`config.mk`:
```
export PLATFORM = sky130hd
export DESIGN_NAME = keypad_scanner
export DESIGN_NICKNAME = d
export VERILOG_FILES = /design/src/rtl/keypad_pkg.sv /design/src/rtl/hex_to_seg7.sv /design/src/rtl/keypad_scanner.sv
export SDC_FILE = /design/constraint.sdc
export NUM_CORES = 1
export LEC_CHECK = 0
export BUFFER_PORTS_ARGS = -buffer_cell sky130_fd_sc_hd__clkbuf_2
export CAP_MARGIN = 30
export CORE_ASPECT_RATIO = 1.5
export CORE_MARGIN = 2
export CORE_UTILIZATION = 45
export DETAILED_ROUTE_END_ITERATION = 12
export GPL_ROUTABILITY_DRIVEN = 0
export SYNTH_ARGS = -nofsm -noshare
export SYNTH_HDL_FRONTEND = slang
export SYNTH_SLANG_ARGS = --single-unit
export TNS_END_PERCENT = 5
```
`constraint.sdc`:
```
create_clock -name CLOCK_50 -period 6.7 [get_ports CLOCK_50]
set_input_delay 2.01 -clock CLOCK_50 [delete_from_list [all_inputs] [get_ports CLOCK_50]]
set_output_delay 2.01 -clock CLOCK_50 [all_outputs]
set_load 0.02 [all_outputs]
```
`src/rtl/keypad_pkg.sv`:
```
// Shared types and constants for the matrix keypad scanner.
// Latency: n/a (types and constants only).
// Backpressure: n/a; no ports.
package keypad_pkg;

    // Scanner phases: hunting for a key, confirming a press, key down,
    // confirming a release.
    typedef enum logic [1:0] {
        SCAN     = 2'd0,
        DEBOUNCE = 2'd1,
        HELD     = 2'd2,
        RELEASE  = 2'd3
    } state_t;

    // All segments off (active-low display).
    localparam logic [6:0] BLANK_SEG = 7'b1111111;

    // Active-low {g,f,e,d,c,b,a} patterns for hex digits 0..F.
    localparam logic [6:0] SEG7_TABLE [16] = '{
        7'b1000000, 7'b1111001, 7'b0100100, 7'b0110000,
        7'b0011001, 7'b0010010, 7'b0000010, 7'b1111000,
        7'b0000000, 7'b0010000, 7'b0001000, 7'b0000011,
        7'b1000110, 7'b0100001, 7'b0000110, 7'b0001110
    };

endpackage

```
`src/rtl/hex_to_seg7.sv`:
```
// Hex digit to active-low seven-segment pattern lookup.
// Latency: combinational, zero cycles.
// Backpressure: none; pure function of the input.
// Ports: hex_i - 4-bit digit; seg_o - segments {g,f,e,d,c,b,a}, active-low.
module hex_to_seg7
    import keypad_pkg::*;
(
    input  logic [3:0] hex_i,
    output logic [6:0] seg_o
);

    assign seg_o = SEG7_TABLE[hex_i];

endmodule

```
`src/rtl/keypad_scanner.sv`:
```
// Matrix keypad scanner: drives one column low per slot, debounces presses
// and releases, reports a one-cycle key event plus a latched HEX digit.
// Latency: press-to-key_valid <= (COLS + DEBOUNCE_SCANS)*SCAN_DIV + 3 cycles.
// Backpressure: none; key_valid/multi_err are fire-and-forget pulses.
// Ports: CLOCK_50/reset (async, active-high); row_n async active-low rows;
//        col_n one-cold column drive; key_valid, key_code, key_held,
//        multi_err status; HEX0 active-low digit of key_code[3:0].
module keypad_scanner
    import keypad_pkg::*;
#(
    parameter  int ROWS           = 4,
    parameter  int COLS           = 4,
    parameter  int SCAN_DIV       = 5000,
    parameter  int DEBOUNCE_SCANS = 4,
    localparam int CODE_W         = $clog2(ROWS*COLS)
) (
    input  logic              CLOCK_50,
    input  logic              reset,
    input  logic [ROWS-1:0]   row_n,
    output logic [COLS-1:0]   col_n,
    output logic              key_valid,
    output logic [CODE_W-1:0] key_code,
    output logic              key_held,
    output logic              multi_err,
    output logic [6:0]        HEX0
);

    localparam int CNT_W = $clog2(SCAN_DIV);
    localparam int COL_W = $clog2(COLS);
    localparam int ROW_W = $clog2(ROWS);
    localparam int DBC_W = $clog2(DEBOUNCE_SCANS + 1);

    localparam logic [CNT_W-1:0] SLOT_LAST = CNT_W'(SCAN_DIV - 1);
    localparam logic [COL_W-1:0] COL_LAST  = COL_W'(COLS - 1);
    localparam logic [DBC_W-1:0] DBC_DONE  = DBC_W'(DEBOUNCE_SCANS);

    logic [ROWS-1:0]   sync1_q, sync2_q;
    logic [CNT_W-1:0]  slot_q;
    logic [COL_W-1:0]  col_q, col_d;
    state_t            state_q, state_d;
    logic [DBC_W-1:0]  dbc_q, dbc_d;
    logic [ROW_W-1:0]  cand_q, cand_d;
    logic              key_valid_q, key_valid_d;
    logic              multi_err_q, multi_err_d;
    logic              key_held_q, key_held_d;
    logic [CODE_W-1:0] key_code_q, key_code_d;
    logic [6:0]        hex_q, hex_d;

    logic              slot_end;
    logic              all_high, one_low;
    logic [3:0]        low_cnt;
    logic [ROW_W-1:0]  low_idx;
    logic [COL_W-1:0]  col_next;
    logic [DBC_W-1:0]  dbc_inc;
    logic              accept;
    logic [3:0]        code_nib;
    logic [6:0]        seg_next;

    assign slot_end = (slot_q == SLOT_LAST);
    assign col_next = (col_q == COL_LAST) ? '0 : col_q + COL_W'(1);
    assign dbc_inc  = dbc_q + DBC_W'(1);

    // Count low rows on the synchronised sample; low_idx is only meaningful
    // when exactly one row is low.
    always_comb begin
        low_cnt = '0;
        low_idx = '0;
        for (int r = 0; r < ROWS; r++) begin
            if (!sync2_q[r]) begin
                low_cnt = low_cnt + 4'd1;
                low_idx = ROW_W'(r);
            end
        end
    end

    assign all_high = (low_cnt == 4'd0);
    assign one_low  = (low_cnt == 4'd1);

    always_comb begin
        state_d     = state_q;
        col_d       = col_q;
        dbc_d       = dbc_q;
        cand_d      = cand_q;
        key_valid_d = 1'b0;
        multi_err_d = 1'b0;
        key_held_d  = key_held_q;
        key_code_d  = key_code_q;
        accept      = 1'b0;
        if (slot_end) begin
            case (state_q)
                SCAN: begin
                    if (all_high) begin
                        col_d = col_next;
                    end else if (one_low) begin
                        cand_d = low_idx;
                        if (DEBOUNCE_SCANS == 1) begin
                            accept = 1'b1;
                        end else begin
                            dbc_d   = DBC_W'(1);
                            state_d = DEBOUNCE;
                        end
                    end else begin
                        multi_err_d = 1'b1;
                        col_d       = col_next;
                    end
                end
                DEBOUNCE: begin
                    if (one_low && (low_idx == cand_q)) begin
                        if (dbc_inc == DBC_DONE) accept = 1'b1;
                        else                     dbc_d  = dbc_inc;
                    end else begin
                        state_d = SCAN;
                        dbc_d   = '0;
                        col_d   = col_next;
                    end
                end
                HELD: begin
                    // First all-high sample already counts toward release.
                    if (all_high) begin
                        if (DEBOUNCE_SCANS == 1) begin
                            state_d    = SCAN;
                            key_held_d = 1'b0;
                            dbc_d      = '0;
                            col_d      = col_next;
                        end else begin
                            dbc_d   = DBC_W'(1);
                            state_d = RELEASE;
                        end
                    end
                end
                RELEASE: begin
                    if (all_high) begin
                        if (dbc_inc == DBC_DONE) begin
                            state_d    = SCAN;
                            key_held_d = 1'b0;
                            dbc_d      = '0;
                            col_d      = col_next;
                        end else begin
                            dbc_d = dbc_inc;
                        end
                    end else begin
                        state_d = HELD;
                        dbc_d   = '0;
                    end
                end
                default: begin
                    state_d = SCAN;
                    dbc_d   = '0;
                end
            endcase
            if (accept) begin
                state_d     = HELD;
                dbc_d       = '0;
                key_valid_d = 1'b1;
                key_held_d  = 1'b1;
                key_code_d  = CODE_W'(cand_d) * CODE_W'(COLS) + CODE_W'(col_q);
            end
        end
    end

    // Display shows the low hex digit of the code, zero-extended if narrow.
    if (CODE_W >= 4) begin : g_nib_trunc
        assign code_nib = key_code_d[3:0];
    end else begin : g_nib_ext
        assign code_nib = {{(4-CODE_W){1'b0}}, key_code_d};
    end

    hex_to_seg7 u_seg (
        .hex_i (code_nib),
        .seg_o (seg_next)
    );

    // HEX0 is registered so it can show blank after reset while key_code is 0.
    assign hex_d = accept ? seg_next : hex_q;

    always_ff @(posedge CLOCK_50 or posedge reset) begin
        if (reset) begin
            sync1_q     <= '1;
            sync2_q     <= '1;
            slot_q      <= '0;
            col_q       <= '0;
            state_q     <= SCAN;
            dbc_q       <= '0;
            cand_q      <= '0;
            key_valid_q <= 1'b0;
            multi_err_q <= 1'b0;
            key_held_q  <= 1'b0;
            key_code_q  <= '0;
            hex_q       <= BLANK_SEG;
        end else begin
            sync1_q     <= row_n;
            sync2_q     <= sync1_q;
            slot_q      <= slot_end ? '0 : slot_q + CNT_W'(1);
            col_q       <= col_d;
            state_q     <= state_d;
            dbc_q       <= dbc_d;
            cand_q      <= cand_d;
            key_valid_q <= key_valid_d;
            multi_err_q <= multi_err_d;
            key_held_q  <= key_held_d;
            key_code_q  <= key_code_d;
            hex_q       <= hex_d;
        end
    end

    assign col_n     = ~(COLS'(1) << col_q);
    assign key_valid = key_valid_q;
    assign key_code  = key_code_q;
    assign key_held  = key_held_q;
    assign multi_err = multi_err_q;
    assign HEX0      = hex_q;

endmodule

```
Word level (Yosys, flattened, before mapping)
Memory sizes are Yosys's and may differ from the RTL's. A register that Yosys moved wholly into a read port is not among the register bits.
Cells that the tools add are included.
- register bits: 37
- ROM bits: 112
- input bits: 6
- output and inout bits: 18
- word-level logic and storage cells: 104
- memories: 1
- memory list (memory ; words ; width ; rd ports ; clocked after memory_dff ; write ports ; line ; RTL):
    (name not given) ; 16 ; 7 ; 1 ; 1 ; 0 ; hex_to_seg7.sv:12 ; assign seg_o = SEG7_TABLE[hex_i];
- add/subtract/negate cells: 7
- eq/ne operators: 18
- shift-type cells: 1
- multiplexer cells: 53
- bitwise gates (word level): 2
- reductions and logical operators: 11
- operators with widths (kind ; count):
    2-bit 2-to-1 mux ; 19
    3-bit 2-to-1 mux ; 8
    4-bit 2-to-1 mux ; 5
    1-bit 2-to-1 mux ; 17
    3-bit != test, second input constant ; 5
    13-bit by 1-bit adder with 13-bit output, second input constant ; 1
    13-bit == test, second input constant ; 1
    13-bit 2-to-1 mux ; 1
    4-bit by 1-bit adder with 4-bit output, second input constant ; 3
    3-bit case mux with 4 select lines ; 1
    6-bit AND reduction ; 2
    4-bit != test, second input constant ; 2
    2-bit case mux with 4 select lines ; 1
    2-bit == test, second input constant ; 3
    2-bit != test, second input constant ; 3
    2-bit case mux with 3 select lines ; 1
    2-bit nonzero test ; 3
    4-bit NOT with 5-bit output ; 1
    5-bit AND reduction ; 1
    4-bit by 2-bit adder with 4-bit output ; 1
    4-bit by 1-bit == test with 1-bit output, second input constant ; 1
    4-bit logical NOT ; 1
    4-bit NOT ; 1
    4-bit AND reduction ; 1
    9 further kinds ; 9

Longest topological paths before layout
Gate-level depths: netlist of run 1.
- depth after elaboration: 16
- mapped depth: 15
- mapped depth without buffers: 13

By module
A second synthesis of run 1 with hierarchy kept.
- cell total of the unflattened synthesis: 233
- area, all modules: 2605.0 µm²
- modules (own cells, without submodules) (module ; instances ; cells an instance ; area an instance (µm²) ; seq. area each (µm²)):
    keypad_scanner ; 1 ; 200 ; 2336.0 ; 1119.8
    hex_to_seg7 ; 1 ; 33 ; 269.0 ; 0.0

Least setup slack after synthesis of run 1
OpenSTA, ideal clock, no wires.
- kind: reg2reg
- start point: reg sync2_q[1]
- end point: reg hex_q[6] (netlist: HEX0[6])
- setup time: 78 ps
- arrival time: 3430 ps
- required time: 6622 ps
- path slack: 3192 ps
- stages on the path, launching flop included: 14
- path buffers: 2
- period minus slack after synthesis: 3508 ps
- cell sequence: dfstp_2 > inv_1 > ha_1 > buf_2 > or2_1 > o211a_2 > nor4_1 > nand3_1 > clkbuf_1 > a21oi_1 > inv_1 > ha_1 > mux2_4 > a31o_1
- elaborated cells on any way between the ends: 24
- those cells by class: add/sub: 3; eq/ne: 2; mux: 16; bitwise: 1; reduce/logical: 2
- RTL lines (item ; line ; RTL):
    start: declaration ; keypad_scanner.sv:37 ; logic [ROWS-1:0] sync1_q, sync2_q;
    start signal: assignment ; keypad_scanner.sv:192 ; sync2_q <= sync1_q;
    4-bit 2-to-1 mux ; keypad_scanner.sv:69 ; if (!sync2_q[r]) begin
    4-bit by 1-bit adder with 4-bit output ; keypad_scanner.sv:70 ; low_cnt = low_cnt + 4'd1;
    4-bit 2-to-1 mux ; keypad_scanner.sv:69 ;
    4-bit by 1-bit adder with 4-bit output ; keypad_scanner.sv:70 ;
    4-bit 2-to-1 mux ; keypad_scanner.sv:69 ;
    4-bit by 1-bit == test with 1-bit output ; keypad_scanner.sv:77 ; assign one_low = (low_cnt == 4'd1);
    1-bit logical AND (*) ; keypad_scanner.sv:108 ; if (one_low && (low_idx == cand_q)) begin
    1-bit 2-to-1 mux (*) ; keypad_scanner.sv:108 ;
    1-bit 2-to-1 mux (*) ; keypad_scanner.sv:90 ; case (state_q)
    1-bit 2-to-1 mux (*) ; keypad_scanner.sv:89 ; if (slot_end) begin
    4-bit 2-to-1 mux (*) ; keypad_scanner.sv:151 ; if (accept) begin
    4-bit 2-to-1 mux (*) ; keypad_scanner.sv:89 ;
    via code_nib[0] ; keypad_scanner.sv:56 ; logic [3:0] code_nib;
    4-bit NOT with 5-bit output (not written as such) (*) ; hex_to_seg7.sv:12 ;
    end: declaration ; keypad_scanner.sv:47 ; logic [6:0] hex_q, hex_d;
Mark *: on every way through the listed nets, which the timed path passes. The rest lies on a longest branch. The select of a mux whose other input is x is not followed.
A chain may end at the register's enable or synchronous reset.

Worst setup path after layout of run 1
- start point: reg sync2_q[1]
- end point: reg hex_q[3] (netlist: HEX0[3])
The elaborated chain is that of the path after synthesis.

==> results of run 1 <==
[cell families after synthesis]
kind of cell	Yosys count	share of synthesized area
adder cells (fa/ha/maj)	17	0.0868
buffers and inverters	26	0.0475
AO/OA/AOI/OAI	49	0.142
multiplexers	11	0.0510
flip-flops	44	0.457
AND/OR/NAND/NOR	81	0.176
XOR/XNOR	11	0.0393
[worst max-delay path by stage]
stage                     startpoint       to  slack, ps  cells past startpoint
after floorplan           sync2_q[1]  HEX0[6]       3190                     13
after global placement    sync2_q[1]  HEX0[3]       2830                     12
after detailed placement  sync2_q[1]  HEX0[3]       2680                     12
after CTS                 sync2_q[1]  HEX0[3]       2670                     12
after global routing      sync2_q[1]  HEX0[0]       2230                     12
final                     sync2_q[1]  HEX0[3]       2700                     12
[layout by cell type (no fill, tap or decap), drive strengths merged, types with 6 or more instances in the layout]
master | Yosys | final
clkbuf | 3 | 28
o21ai | 9 | 9
a31oi | 7 | 7
ha | 17 | 17
a21oi | 6 | 6
nand2 | 18 | 18
nand3 | 6 | 6
dfstp | 15 | 15
dfrtp | 29 | 29
nor2 | 20 | 20
mux2 | 6 | 6
xnor2 | 6 | 6
inv | 18 | 17
[layout make-up]
| cell class | instances | area, µm² |
|---|---|---|
| fill | 496 | 2490 |
| multi-input combinational | 169 | 1210 |
| timing repair buffer | 25 | 130 |
| tap | 68 | 85.1 |
| inverter | 18 | 67.6 |
| sequential | 44 | 1120 |
| clock inverter | 3 | 23.8 |
| clock buffer | 5 | 68.8 |
[sequential cells by signal, indices dropped and copies added (netlist names), 2 cells and up]
signal,count
HEX0,7
cand_q,2
col_q,2
dbc_q,3
key_code,4
slot_q,13
state_q,2
sync1_q,4
sync2_q,4
[power breakdown]
group | internal (mW) | switching (mW)
Clock | 0.0738 | 0.0944
Sequential | 0.270 | 0.00242
Combinational | 0.0131 | 0.0264
Total | 0.357 | 0.123
[Yosys cell counts, types with 6 or more instances]
master   count  area share
a21oi_1      6       0.012
a31oi_1      7       0.018
dfrtp_1     29        0.30
dfstp_2     15        0.16
ha_1        17       0.087
inv_1       18       0.028
nand2_1     18       0.028
nand3_1      6       0.012
nor2_1      20       0.031
o21ai_0      6       0.012
xnor2_1      6       0.021
[worst max-delay path, stage by stage (launching register included)]
cell and delay (ps):
dfstp_2 570, inv_1 70, ha_1 380, or2_1 260
o211a_2 160, nor4_1 500, nand3_1 520, a21oi_1 520
inv_1 150, ha_1 320, mux2i_1 150, nor3_1 60
a211o_1 280
[per-layer routing]
layer | GRT usage | vias up | part of all wire | routed length (µm)
met5 | 0 | - | 0 | 0
met1 | 0.170 | 877 | 0.39 | 1880
met3 | 0.0334 | 9 | 0.029 | 138
li1 | - | 897 | - | -
met2 | 0.345 | 33 | 0.56 | 2710
met4 | 0.0621 | 0 | 0.017 | 80
[per-stage QoR]
stage / util / power, mW
3_5_place_dp: 0.503 / 0.317
4_1_cts: 0.521 / 0.487
5_1_grt: 0.521 / 0.502
2_1_floorplan: - / 0.308
3_3_place_gp: 0.503 / 0.317
6_report: 0.521 / 0.480
==> results.yml, run 1 <==
detailed_routing:
  postRouteAntennaNets: 0
  drc: 0
  first_pass_iters: 4
  vias: 1816
  avgViaCountPerCell: 5.47
  drt-initial-drc-count: 79
  wire_per_inst_um: 14.5
  wl_um: 4800
timing:
  worstMarginPinSlew_ps: 931
  fin_crit_sh: 0.597
  finalClockSkew_ps: 7.67
  setup_viol: 0
  slew_headroom: 0.373
  final_max_slew_viol_count: 0
  fin_crit_ps: 4000
  hold_violations: 0
  rsz0062_at_grt: "no"
  timing.hold.ws_ps: 359
  tns_ps: 0
  layout_setup_ws_ps: 2700
  max_freq_mhz: 250
worst_setup_path:
  rr_startpoint: "sync2_q[1]"
  required_ps: 6930
  crit_fanout: 16
  r2r_end: "HEX0[3]"
  reg2reg_slack_ps: 2700
  path_class: "register to register"
  worst_r2r_path_depth: 12
  worstPathArrival_ps: 4240
  crit_path_end_kind: "register"
  start_kind: "register"
grt:
  grt_max_degree: 45
  antenna_found_initial: 0
  grt_usage: 0.172
  grt_remaining_overflow: 0
  grt_pass1_vias: 1812
  grt_pass1_wl_um: 8020
clocking:
  hold_buffers: 0
  cts_root_buf: "clkbuf_8"
  h-tree-depth: 2
  post_cts_resized: 0
  cts.clk_slew.worst_paths_ps: 90
  clk_path_buf_depth: 2
  cts_tree: "yes"
  post-cts-setup-buffers: 0
  clock_latency_ps: 300
  clock-sinks: 44
  cts_inserted_buffers: 5
floorplan:
  dieArea_um2: 6070
  initial_utilization: 0.471
  die_y_um: 94.4
  rows: 32
  coreArea_um2: 5200
  io_pins: 24
  die_w_um: 64.3
placed_design:
  hpwl_um: 3590
  placed_area_um2: 2620
  place_ws_ps: 2680
  dpl.cell_count: 324
  port_buffers: 23
synthesis:
  avgSynthCellArea_um2: 10.3
  synth_edf_count: 0
  ys_ff_latch: 44
  syn_area_um2: 2450
  synth_cell_types: 54
  synthCells: 239
  async_flop_share: 1.00
  ys_seq_area_frac: 0.457
  synth_nets: 262
  ys.flop_type: "dfrtp_1"
  yosysWarnings: 0
final_layout:
  post-route-cell-area_um2: 2710
  diodes: 0
  drive_above_1_share: 0.227
  syn_to_final_growth_pct: 10.6
  num-nets-final: 286
  stdcell_count: 332
power_and_ir_drop:
  leakage_nw: 1.24
  power.density_nw_per_um2: 177
  vdd_drop_max_uv: 124
run_status:
  status: "finished clean"
hold_path:
  hold_path.class: "register to register"
  hp-start: "sync1_q[0]"
  min_path_cells: 0
  holdPathEnd: "sync2_q[0]"
run:
  drv_cap: 0
Power figures use the tool's default switching activity.
==> inputs of run 2 (changes only) <==
ABC_AREA = 1   (was unset)
clock period = 4 ns   (was 6.7 ns; I/O delays follow)
==> run 2 against run 1 <==
Compared with the run above: combinational power up 32%; critical path depth increased by 7; final cell count is 26% higher; final area increased by 5.7%; via count rose by 12%; global-route usage is 0.13 points higher; critical endpoint unchanged; largest cell class unchanged.
==> results.yml, run 2 <==
final_layout:
  final_cell_mix: "nand2_1 (69), inv_1 (56), nand3_1 (34), dfrtp_1 (29), clkbuf_2 (23)"
  layout_commonest_cell: "nand2_1"
  num-nets-final: 369
  diodes: 0
  syn_to_final_growth_pct: 10.8
  top_register: "slot_q"
  largest_register_ffs: 13
  drive_above_1_share: 0.213
grt:
  grt_remaining_overflow: 0
  grt_usage: 0.173
  grt_pass1_vias: 2032
  antenna_found_initial: 0
  grt_max_degree: 28
  grt_pass1_wl_um: 8830
clocking:
  cts_tree: "yes"
  hold_buffers: 0
  cts_root_buf: "clkbuf_8"
  clock_latency_ps: 300
  cts.clk_slew.worst_paths_ps: 90
  cts_inserted_buffers: 5
  post_cts_resized: 0
  post-cts-setup-buffers: 0
  clk_path_buf_depth: 2
  clock-sinks: 44
  h-tree-depth: 2
synthesis:
  avgSynthCellArea_um2: 8.15
  ys_seq_area_frac: 0.433
  synth_edf_count: 0
  synth_top_area_cell: "dfrtp_1"
  synth.top_cell.area_share: 0.281
  yosysWarnings: 0
  synthTopCellsByArea: "dfrtp_1 (28%), dfstp_2 (15%), nand2_1 (10%), inv_1 (8.3%), ha_1 (8.2%)"
  yosysMostFrequentCell: "nand2_1"
  synth_cell_types: 31
  async_flop_share: 1.00
  syn_area_um2: 2580
  synthCells: 317
  ys_ff_latch: 44
  synth_common_cells: "nand2_1 (69), inv_1 (57), nand3_1 (34)"
  synth_nets: 340
  ys.flop_type: "dfrtp_1"
power_and_ir_drop:
  comb_power_share: 0.065
  vdd_drop_max_uv: 197
  p_sw_frac: 0.243
  leakage_nw: 1.52
  clock_power_share: 0.366
  intPower_uw: 607
  switching_power_uw: 195
  power.density_nw_per_um2: 280
  power_frac_seq: 0.569
floorplan:
  die_w_um: 65.9
  die_y_um: 96.8
  coreArea_um2: 5490
  initial_utilization: 0.471
  dieArea_um2: 6380
  rows: 33
  io_pins: 24
detailed_routing:
  wire_per_inst_um: 11.5
  top_layer_used: "met4"
  postRouteAntennaNets: 0
  dr_wl_met3_um: 150
  vias: 2035
  first_pass_iters: 4
  avgViaCountPerCell: 4.88
  dr_wl_met2_um: 2440
  drc: 0
  wl_met1_um: 2140
  wl_um: 4810
  drt-initial-drc-count: 76
timing:
  timing.hold.ws_ps: 359
  rsz0062_at_grt: "no"
  setup_viol: 0
  hold_violations: 0
  fin_crit_sh: 0.792
  finalClockSkew_ps: 10.7
  tns_ps: 0
  worstMarginPinSlew_ps: 610
  slew_headroom: 0.591
  max_freq_mhz: 316
  final_max_slew_viol_count: 0
  fin_crit_ps: 3170
worst_setup_path:
  worst_r2r_path_depth: 19
  crit_path_end_kind: "register"
  required_ps: 4240
  reg2reg_slack_ps: 830
  cp_common_cell: "inv_1"
  start_kind: "register"
  rr_startpoint: "sync2_q[1]"
  cpPeakStageDelay_ps: 560
  slowest_stage: "dfstp_2"
  path_class: "register to register"
  cp_cell_sequence: "inv_1 > ha_1 > inv_2 > nand2_2 > nand2_4 > nand2_2 > nand2_2 > nor2_4 > nand4_2 > nand2_1 > inv_1 > nor2_2 > inv_1 > ha_1 > inv_1 > nand2_1 > nand3_1 > nand3_1 > nand2_1"
  r2r_end: "HEX0[3]"
  crit_fanout: 13
  worstPathArrival_ps: 3410
hold_path:
  holdPathEnd: "sync2_q[1]"
  hp-start: "sync1_q[1]"
  hold_path.class: "register to register"
  min_path_cells: 0
run_status:
  status: "finished clean"
placed_design:
  port_buffers: 23
  hpwl_um: 3710
run:
  drv_cap: 0
==> run 2: cell count changes after synthesis, sizes merged, moves of 6 or more <==
cell and delta:
a31oi -7, nand3 +29, o21ai +14, inv +44, nand2 +62, mux2 -6
==> run 2: worst max-delay path by stage <==
stage,to,start,cells past startpoint,slack (ps)
after floorplan,HEX0[3],sync2_q[0],19,1380
after global placement,HEX0[3],sync2_q[1],19,870
after detailed placement,HEX0[3],sync2_q[1],19,840
after CTS,HEX0[3],sync2_q[1],19,800
after global routing,HEX0[3],sync2_q[1],19,510
final,HEX0[3],sync2_q[1],19,830
==> run 2: critical path, delay by kind of cell (launching register included) <==
| family | cells | cell delay [ps] |
|---|---|---|
| buf+inv | 5 | 400 |
| fa+ha+maj | 2 | 710 |
| flops | 1 | 560 |
| simple gates | 12 | 1460 |
==> run 2: power groups by stage <==
| stage | Combinational (mW) | Clock, mW | Sequential (mW) |
|---|---|---|---|
| after floorplan | 0.0440 | 0 | 0.462 |
| after global placement | 0.0531 | 0 | 0.464 |
| after detailed placement | 0.0532 | 0 | 0.464 |
| after CTS | 0.0534 | 0.305 | 0.456 |
| after global routing | 0.0602 | 0.322 | 0.457 |
| final | 0.0520 | 0.293 | 0.456 |
==> run 2: kinds of logic after synthesis <==
group,count (synthesis),synth area share
compound gates,35,0.0736
xor+xnor,5,0.0169
fa+ha+maj,17,0.0823
buf+inv,64,0.0997
flops,44,0.433
simple gates,152,0.294
==> run 2: routing by layer <==
layer | vias to the layer above | GRT usage
met5 | - | 0
li1 | 1056 | -
met1 | 948 | 0.219
met4 | 0 | 0.0577
met2 | 25 | 0.288
met3 | 6 | 0.0360
==> run 2: layout make-up <==
type,instances,area (µm²)
fillers,520,2630
flip-flops and latches,44,1120
clock buffers,6,82.6
repair buffers,24,123
multi-input cells,209,1210
inverters,62,235
clock inverters,2,10.0
well taps,70,87.6
==> run 2: metrics by stage <==
| step | instance area (µm²) | setup WS [ps] | utilization | power (mW) | cells |
|---|---|---|---|---|---|
| floorplan | 2580 | 1380 | - | 0.506 | 317 |
| global placement | 2770 | 875 | 0.505 | 0.517 | 409 |
| detailed placement | 2770 | 838 | 0.505 | 0.518 | 409 |
| CTS | 2870 | 805 | 0.522 | 0.815 | 417 |
| global route | 2870 | 506 | 0.522 | 0.839 | 417 |
| finish | 2870 | 833 | 0.522 | 0.801 | 417 |
